$ cat src/rtl/shift_add_multiplier_ctrl.sv
// Sequential unsigned shift-and-add multiplier.
// One ripple-carry adder is reused each cycle, and a small FSM provides the start/busy/done handshake.

module single_bit_full_adder (
   input  logic a,
   input  logic b,
   input  logic cin,
   output logic s,
   output logic cout
);
   assign s    = a ^ b ^ cin;
   assign cout = (a & b) | (cin & (a ^ b));
endmodule

module shift_add_multiplier_ctrl #(
   parameter int WIDTH = 4
) (
   input  logic                 clk,
   input  logic                 rst,
   input  logic                 start,
   input  logic [WIDTH-1:0]     multiplicand,
   input  logic [WIDTH-1:0]     multiplier,
   output logic [2*WIDTH-1:0]   product,
   output logic                 busy,
   output logic                 done
);
   localparam int CW = $clog2(WIDTH + 1);

   typedef enum logic [1:0] {
      S_IDLE = 2'd0,
      S_CALC = 2'd1,
      S_DONE = 2'd2
   } state_t;

   state_t             state_q, state_d;
   logic [WIDTH-1:0]   mcand_q, mcand_d;
   logic [WIDTH-1:0]   mplr_q, mplr_d;
   logic [WIDTH-1:0]   acc_q, acc_d;
   logic [CW-1:0]      count_q, count_d;
   logic [2*WIDTH-1:0] product_q, product_d;

   logic [WIDTH-1:0]   addend;
   logic [WIDTH-1:0]   sum;
   logic [WIDTH:0]     carry;
   logic [2*WIDTH-1:0] shifted;
   logic               last_step;

   // Each cycle adds the partial product for the current multiplier LSB.
   assign addend   = mplr_q[0] ? mcand_q : '0;
   assign carry[0] = 1'b0;

   generate
      for (genvar gi = 0; gi < WIDTH; gi++) begin : g_adder
         single_bit_full_adder u_fa (
            .a    (acc_q[gi]),
            .b    (addend[gi]),
            .cin  (carry[gi]),
            .s    (sum[gi]),
            .cout (carry[gi+1])
         );
      end
   endgenerate

   // The carry out becomes the new accumulator MSB, so the full product is never truncated.
   assign shifted   = {carry[WIDTH], sum, mplr_q[WIDTH-1:1]};
   assign last_step = (count_q == CW'(WIDTH - 1));

   always_ff @(posedge clk or posedge rst) begin
      if (rst) begin
         state_q <= S_IDLE;
      end else begin
         state_q <= state_d;
      end
   end

   always_comb begin
      state_d = state_q;
      case (state_q)
         S_IDLE:  if (start) state_d = S_CALC;
         S_CALC:  if (last_step) state_d = S_DONE;
         S_DONE:  state_d = S_IDLE;
         default: state_d = S_IDLE;
      endcase
   end

   always_comb begin
      busy = 1'b0;
      done = 1'b0;
      case (state_q)
         S_CALC: busy = 1'b1;
         S_DONE: begin
            busy = 1'b1;
            done = 1'b1;
         end
         default: ;
      endcase
   end

   always_comb begin
      mcand_d   = mcand_q;
      mplr_d    = mplr_q;
      acc_d     = acc_q;
      count_d   = count_q;
      product_d = product_q;
      case (state_q)
         S_IDLE: begin
            if (start) begin
               mcand_d = multiplicand;
               mplr_d  = multiplier;
               acc_d   = '0;
               count_d = '0;
            end
         end
         S_CALC: begin
            {acc_d, mplr_d} = shifted;
            count_d         = count_q + CW'(1);
            if (last_step) product_d = shifted;
         end
         default: ;
      endcase
   end

   always_ff @(posedge clk or posedge rst) begin
      if (rst) begin
         mcand_q   <= '0;
         mplr_q    <= '0;
         acc_q     <= '0;
         count_q   <= '0;
         product_q <= '0;
      end else begin
         mcand_q   <= mcand_d;
         mplr_q    <= mplr_d;
         acc_q     <= acc_d;
         count_q   <= count_d;
         product_q <= product_d;
      end
   end

   assign product = product_q;

endmodule

$ cat config.mk
export PLATFORM = sky130hd
export DESIGN_NAME = shift_add_multiplier_ctrl
export DESIGN_NICKNAME = d
export VERILOG_FILES = /design/src/rtl/shift_add_multiplier_ctrl.sv
export SDC_FILE = /design/constraint.sdc
export NUM_CORES = 1
export LEC_CHECK = 0
export CORE_MARGIN = 5
export CORE_UTILIZATION = 59
export CTS_BUF_LIST = sky130_fd_sc_hd__clkbuf_8
export DETAILED_ROUTE_END_ITERATION = 8
export PLACE_DENSITY = 0.93
export RECOVER_POWER = 100
export SKIP_CTS_REPAIR_TIMING = 1
export SLEW_MARGIN = 20
export SYNTH_ARGS = -nofsm -noshare
export SYNTH_HDL_FRONTEND = slang
export SYNTH_SLANG_ARGS = --single-unit
$ cat constraint.sdc
create_clock -name clk -period 4.4 [get_ports clk]
set_clock_uncertainty 0.15 [all_clocks]
set_input_delay 0.88 -clock clk [delete_from_list [all_inputs] [get_ports clk]]
set_output_delay 0.88 -clock clk [all_outputs]
set_load 0.02 [all_outputs]
### After elaboration in Yosys (flattened, before gate mapping)

Index checks and enable logic that the tools add are counted.

| word-level totals | value |
|---|---|
| bits of input ports | 11 |
| flip-flop bits (word level) | 25 |

| operators by class | value |
|---|---|
| reductions and logical operators | 7 |
| equal/unequal tests | 5 |
| $add $sub $neg | 1 |
| mux-type cells | 12 |
| bitwise operators | 17 |

Operator list:

| operator | number |
|---|---|
| $pmux 4 s2 | 2 |
| $mux 4 | 3 |
| $reduce_and 2->1 | 4 |
| $and 1x1->1 | 7 |
| $xor 1x1->1 | 7 |
| $pmux 3 s2 | 1 |
| $mux 2 | 2 |
| $ne 2x2->1 const B | 2 |
| $pmux 2 s2 | 1 |
| $add 3x1->3 const B | 1 |
| $eq 3x2->1 const B | 1 |
| $mux 3 | 1 |
| $or 1x1->1 | 3 |
| $eq 2x1->1 const B | 1 |
| $eq 2x2->1 const B | 1 |
| $logic_not 2->1 | 1 |
| $mux 1 | 2 |
| $reduce_bool 2->1 | 1 |
| $reduce_or 2->1 | 1 |

### Logic depth before layout (Yosys ltp)

Gate-level depths: netlist of run 1.

| logic depth | value |
|---|---|
| depth after elaboration | 9 |
| depth in mapped cells | 9 |

### Hierarchy

Synthesis of run 1 repeated with hierarchy kept, for this count alone.

| unflattened totals | value |
|---|---|
| cells, all modules | 101 |
| area, all modules | 1266.2 um2 |

Modules (own cells, without submodules):

| module | area each (um2) | instances | cells each |
|---|---|---|---|
| shift_add_multiplier_ctrl | 1186.1 | 1 | 97 |
| single_bit_full_adder | 20.0 | 4 | 1 |

### Worst setup path before layout of run 1

Ideal clock, no wire load.

| timing | value |
|---|---|
| kind | register to register |
| start point | reg mplr_q[0] |
| end point | reg acc_q[2] |
| data arrival time | 2.212 ns |
| slack | 1.948 ns |
| library setup time | 0.090 ns |
| buffers on the path | 0 |
| cell stages (with the launch flop) | 10 |
| cell sequence | dfrtp_1 > and2_1 > ha_1 > fa_1 > fa_1 > inv_1 > fa_1 > nand2_1 > o21ai_0 > o221ai_1 |

| on the way | value |
|---|---|
| longest elaborated chain between the ends | 8 |

Ends and longest elaborated chain:

| element | line | RTL |
|---|---|---|
| start: declaration | 37 | `logic [WIDTH-1:0] mplr_q, mplr_d;` |
| start signal: assignment | 132 | `mplr_q <= mplr_d;` |
| $mux 4 * | 49 | `assign addend = mplr_q[0] ? mcand_q : '0;` |
| $and 1x1->1 or $xor 1x1->1 (tied branches) | 12 | `assign cout = (a & b) \| (cin & (a ^ b));` |
| $and 1x1->1 | 12 |  |
| $or 1x1->1 | 12 |  |
| $and 1x1->1 | 12 |  |
| $or 1x1->1 | 12 |  |
| $xor 1x1->1 * | 11 | `assign s = a ^ b ^ cin;` |
| $pmux 4 s2 * | 105 | `case (state_q)` |
| end signal: assignment | 127 | `acc_q <= '0;` |
| end signal: assignment | 133 | `acc_q <= acc_d;` |
| end: declaration | 38 | `logic [WIDTH-1:0] acc_q, acc_d;` |

Every way passes the cells marked *; elsewhere a longest branch is shown, timed or not.
A chain may end at the register's enable or synchronous reset.

### Worst setup path after layout of run 1

Ends and elaborated chain as after synthesis.

==> metrics.md, run 1 <==
| Metric | Value |
|---|---|
| Synth cell types | `25` |
| R2R depth | `9` |
| Most frequent CP cell | `fa_1` |
| Clk sink count | `25` |
| Final Setup Violations | `0` |
| Skew-Pair Late Insertion Delay | `about 0.26 ns` |
| Static Leakage | `0.6964 nW` |
| Via density | `5.981` |
| Final Core Density | `70.82%` |
| Warnings from Yosys | `0` |
| Slowest CP cell | `fa_1` |
| WP data arrival | `2.75 ns` |
| Post-synth EDFFs | `0` |
| GRT Resource Usage Total | `17.96%` |
| Ant. Diodes | `0` |
| Hold/Removal Path Class | `register to register` |
| Crit Path Max Fanout | `6` |
| Die X | `57.68 um` |
| Synth top area cells | `dfrtp_1 47%, mux2_4 7.8%, mux2_2 5.9%, ha_1 5.6%, fa_1 4.5%` |
| Final nets | `155` |
| Critical Path Sink Type | `register` |
| Relative slew slack | `a little under two fifths` |
| Hold EP | `product[1]$_DFFE_PP0P_` |
| HPWL Detailed | `2032 um` |
| Syn Area/Cell | `11.66 um2` |
| Initial antenna violation count | `0` |
| Fin. Hold Viols | `0` |
| Drt pass-1 iters | `4` |
| Ys async rst share | `100.0%` |
| WL/cell | `16.96 um` |
| Clock buffer depth | `2` |
| Fill count | `154` |
| IO buf count | `20` |
| Max rail drop VDD | `~0.45 mV` |
| Synth top area share | `between 40% and 50%` |
| Critical path data required time | `~4.4 ns` |
| Global-route wire length before repair | `4664 um` |
| Clock Tree Root | `clkbuf_8` |
| Crit-path max cell delay | `0.46 ns` |
| CP Launch Type | `register` |
| Crit Path Category | `register to register` |
| HP Start | `product[1]$_DFFE_PP0P_` |
| Routability congestion estimate | `0.7613` |
| # IOs | `21` |
| Post-Syn Nets | `135` |
| Top_reg_cell synth | `dfrtp_1` |
| Tcrit/Tclk final | `61.92%` |
| Max-Cap Viols | `0` |
| Clock slew at reported path FFs | `0.09 ns` |
| Worst-Margin Slew | `approximately 0.94 ns` |
| Initial core utilization | `61.22%` |
| Layout cells sized above 1 | `10.45%` |
| Max Fclk | `367.0 MHz` |
| Pwr Density | `810.6 nW/um2` |
| CTS Buf Count | `3` |
| Largest net degree at the start of global routing | `26` |
| Cell Chain, Critical Path | `and2_0 > ha_1 > fa_1 > fa_1 > inv_1 > fa_1 > nand2_1 > o21ai_0 > o221ai_1` |
| Die height | `57.68 um` |
| Synthesis-stage register bit count | `25` |
| RR Startpoint | `mplr_q[0]$_DFFE_PP0P_` |
| Number of H-tree levels | `1` |
| Multi-input gate area | `approximately 620 um2` |
| Overflow after GRT | `0` |
| Drt drc | `0` |
| Most instantiated cells after synthesis | `25 x dfrtp_1, 13 x nand2_1` |
| Tmin final | `2.725 ns` |
| WHS Path Cells | `1` |
| Post-synth top area cell | `dfrtp_1` |
| Synth Instances | `115` |
| Row count | `17` |
| Outcome | `finished clean` |
| Die area | `3327 um2` |
| Iteration-0 DRC Markers | `44` |
| Sequential Area | `625.6 um2` |
| Post-DRT Antenna Nets | `0` |
| Routed wire length | `2748 um` |
| Sequential share of the synthesized area | `46.64%` |
| RSZ-0062 raised after global routing | `false` |
| Max Slew Vio Count | `0` |
| Mapped cell area | `roughly 1300 um2` |
| Most numerous cell in the Yosys netlist | `dfrtp_1` |
| Vias in the first global route | `982` |
| TritonCTS clock tree | `built` |
| Tot Pwr | `between 1 and 1.5 mW` |
| P&R area growth vs syn | `15.67%` |
| Crit Reg-Reg Endpoint | `acc_q[2]$_DFFE_PP0P_` |
| Core ar. | `2191 um2` |
| R2R setup slack | `roughly 1.7 ns` |
| Via count | `969` |
| Total Negative Setup Slacks | `0 ns` |
-- worst max-delay path: cells and delay by family (launching register included) --
| family | cells | cell delay, ns |
|---|---|---|
| compound gates | 2 | 0.33 |
| fa+ha+maj | 4 | 1.40 |
| buf+inv | 1 | 0.08 |
| flops | 1 | 0.43 |
| simple gates | 2 | 0.27 |
-- where the power goes --
part | switching (mW) | internal [mW]
logic | 0.381 | 0.320
registers | 0.0829 | 0.343
clock network | 0.0684 | 0.0622
-- flip-flops by register name (all words and copies together), names as in the netlist --
name,cells
count_q,3
mcand_q,4
acc_q,4
mplr_q,4
product,8
state_q,2
-- metrics by stage --
stage                     instance area [um2]  hold WS [ns]  instances  setup slack [ns]
after floorplan                          1341        0.3131        115             1.948
after global placement                   1539        0.3116        158             1.872
after detailed placement                 1539        0.3380        158             1.687
after CTS                                1584        0.3530        162             1.680
after global routing                     1551        0.3715        162             1.515
final                                    1551        0.3493        162             1.675
-- area by class of cell --
class	instances	area share, %
clock buffers	3	2.661
clock inverters	1	0.2419
inverters	7	1.694
multi-input cells	78	39.92
flip-flops and latches	25	40.32
well taps	28	2.258
repair buffers	20	12.90
-- logic make-up (layout without fill, tap and decap cells) --
group / count (synthesis) / after routing / synth area share, %
flip-flops: 25 / 25 / 46.64
buffers and inverters: 12 / 31 / 4.757
adder cells (fa/ha/maj): 9 / 9 / 10.07
multiplexers: 17 / 17 / 15.95
AND/OR/NAND/NOR: 23 / 23 / 8.490
AO/OA/AOI/OAI: 29 / 29 / 14.09
-- cells in the final DEF (no fill, tap or decap), types with 5 or more instances in the layout --
cell type and instances:
a21oi_1 6, clkdlybuf4s50_1 8, dfrtp_1 25, dlygate4sd3_1 12, ha_1 6, inv_1 8
mux2_1 5, mux2_2 7, nand2_1 14, o21ai_0 8, o22ai_1 8
-- per-layer routing --
metal / routed length [um] / GRT usage (%) / share of wire, % / vias up
li1: - / - / - / 449
met1: 1156 / 22.66 / 42 / 482
met2: 1410 / 32.58 / 51 / 36
met3: 174 / 3.118 / 6.3 / 2
met4: 7 / 2.980 / 0.25 / 0
met5: 0 / 0 / 0 / -
-- how the worst max path moves through the flow --
stage / startpoint / end / depth (start not counted)
global route: mplr_q[0]$_DFFE_PP0P_ / acc_q[2]$_DFFE_PP0P_ / 9
CTS: mplr_q[0]$_DFFE_PP0P_ / acc_q[2]$_DFFE_PP0P_ / 9
detailed placement: mplr_q[0]$_DFFE_PP0P_ / acc_q[2]$_DFFE_PP0P_ / 9
finish: mplr_q[0]$_DFFE_PP0P_ / acc_q[2]$_DFFE_PP0P_ / 9
global placement: mplr_q[0]$_DFFE_PP0P_ / acc_q[2]$_DFFE_PP0P_ / 9
floorplan: mplr_q[0]$_DFFE_PP0P_ / acc_q[2]$_DFFE_PP0P_ / 9
Note: power is estimated with default switching activity, not from simulation.
==> inputs of run 2 (changes only) <==
CORE_UTILIZATION = 50   (was 59)
PLACE_DENSITY = 0.85   (was 0.93)
clock period = 2.21 ns   (was 4.4 ns; I/O delays follow)
==> metrics.md, run 2 (same netlist as run 1, synthesis figures left out) <==
| Metric | Value |
|---|---|
| Outcome | `complete, but fails checks` |
| Failing checks | `setup timing` |
| Hold EP | `product[7]$_DFFE_PP0P_` |
| RSZ-0062 raised after global routing | `true` |
| P&R area growth vs syn | `23.97%` |
| Internal power | `1.601 mW` |
| Tcrit/Tclk final | `111.5%` |
| WP data arrival | `2.50 ns` |
| Sequential Area | `roughly 630 um2` |
| GR Layer Usage met1 | `20.95%` |
| Die area | `~3800 um2` |
| Critical Path Sink Type | `register` |
| Clock power frac | `9.9%` |
| # IOs | `21` |
| Fill count | `194` |
| Die X | `61.80 um` |
| R2R depth | `9` |
| Via density | `5.555` |
| Overflow after GRT | `0` |
| Clock Tree Root | `clkbuf_8` |
| Number of H-tree levels | `1` |
| Layout cells sized above 1 | `23.78%` |
| Sequential power share | `31.5%` |
| HPWL Detailed | `approximately 2100 um` |
| Fin. Hold Viols | `0` |
| Max-Cap Viols | `0` |
| Worst hold slack | `0.3342 ns` |
| Routability congestion estimate | `0.8884` |
| Vias in the first global route | `1000` |
| WHS Path Cells | `2` |
| Core ar. | `2522 um2` |
| TritonCTS clock tree | `built` |
| Via count | `between 900 and 1000` |
| Most frequent cells in the layout | `25 x dfrtp_1, 12 x nand2_1, 10 x clkdlybuf4s50_1` |
| Worst-Margin Slew | `0.6035 ns` |
| R2R setup slack | `-0.25 ns` |
| Initial antenna violation count | `0` |
| Busiest grt layer | `met2` |
| Pwr Density | `1631 nW/um2` |
| Routed wire length | `2788 um` |
| CP Launch Type | `register` |
| Global-route wire length before repair | `between 4000 and 5000 um` |
| Crit Reg-Reg Endpoint | `acc_q[2]$_DFFE_PP0P_` |
| GRT Resource Usage Total | `16.87%` |
| Clock slew at reported path FFs | `0.08 ns` |
| Static Leakage | `0.7511 nW` |
| Critical path data required time | `between 2 and 2.5 ns` |
| Clock buffer depth | `2` |
| IO buf count | `20` |
| Sw frac | `40.95%` |
| Initial core utilization | `a little over half` |
| WL/cell | `16.12 um` |
| Skew-Pair Late Insertion Delay | `0.27 ns` |
| Post-DRT Antenna Nets | `0` |
| Largest net degree at the start of global routing | `26` |
| Placed insts | `168` |
| Crit Path Category | `register to register` |
| Iteration-0 DRC Markers | `22` |
| CTS Buf Count | `3` |
| Hold/Removal Path Class | `register to register` |
| Relative slew slack | `between 50% and 60%` |
| Psw | `about 1.1 mW` |
| Max FFs per register | `8` |
| Max Fclk | `405.8 MHz` |
| Total Negative Setup Slacks | `-0.3885 ns` |
| Clk sink count | `25` |
| Final nets | `164` |
| Die height | `~62 um` |
| Final Non-Filler Cells | `about 170` |
| Final Setup Violations | `2` |
| Tmin final | `about 2.5 ns` |
| Row count | `18` |
| Drt pass-1 iters | `4` |
| Max rail drop VDD | `1.060 mV` |
| GR Layer Usage met3 | `between 2 and 3%` |
| Final setup margin | `-0.2541 ns` |
| Final Core Density | `65.92%` |
| Multi-input gate area | `about 670 um2` |
| Tot Pwr | `approximately 2.7 mW` |
| HP Start | `product[7]$_DFFE_PP0P_` |
| Ant. Diodes | `0` |
| RR Startpoint | `mcand_q[0]$_DFFE_PP0P_` |
| Max Slew Vio Count | `0` |
| Met2 Track Usage GR | `between 20 and 30%` |
| Combinational share of power | `about 59%` |
| Drt drc | `0` |
| Crit Path Max Fanout | `3` |
| Most common cell after layout, fill and taps aside | `dfrtp_1` |
run 2: layout make-up:
class                      count  area share, %
sequential                    25          37.62
tap                           30          2.257
timing repair buffer          29          15.80
multi-input combinational     78          40.03
clock inverter                 1         0.2257
inverter                       7          1.580
clock buffer                   3          2.483
run 2: power groups by stage:
stage / logic (mW) / clock network (mW) / registers (mW)
finish: 1.59 / 0.268 / 0.853
global route: 1.76 / 0.293 / 0.880
CTS: 1.59 / 0.270 / 0.844
detailed placement: 1.59 / 0 / 0.852
global placement: 1.50 / 0 / 0.835
floorplan: 1.06 / 0 / 0.902
run 2: worst max path at each step:
stage | from | endpoint | slack, ns | cells after the start
finish | mcand_q[0]$_DFFE_PP0P_ | acc_q[2]$_DFFE_PP0P_ | -0.25 | 9
global route | mcand_q[0]$_DFFE_PP0P_ | acc_q[2]$_DFFE_PP0P_ | -0.31 | 9
CTS | mplr_q[0]$_DFFE_PP0P_ | acc_q[2]$_DFFE_PP0P_ | -0.26 | 9
detailed placement | mplr_q[0]$_DFFE_PP0P_ | acc_q[2]$_DFFE_PP0P_ | -0.26 | 9
global placement | mplr_q[0]$_DFFE_PP0P_ | acc_q[2]$_DFFE_PP0P_ | -0.16 | 9
floorplan | mplr_q[0]$_DFFE_PP0P_ | acc_q[2]$_DFFE_PP0P_ | -0.18 | 9
run 2: layer usage:
metal	wire length [um]	up-vias
met2	1381	29
met3	121	6
met5	0	-
met4	62	0
li1	-	466
met1	1222	460
run 2: critical path, stage by stage, from the launching register on:
cell and delay [ns]:
dfrtp_1 0.40, and2_4 0.17, ha_4 0.15, fa_2 0.34
fa_2 0.37, inv_2 0.07, fa_2 0.44, nand2_1 0.07
o21ai_1 0.06, o221ai_1 0.16
run 2: metrics by stage:
step | setup slack (ns) | area (um2)
6_report | -0.2541 | 1663
5_1_grt | -0.3120 | 1663
4_1_cts | -0.2568 | 1654
3_5_place_dp | -0.2599 | 1609
3_3_place_gp | -0.1591 | 1609
2_1_floorplan | -0.1799 | 1349
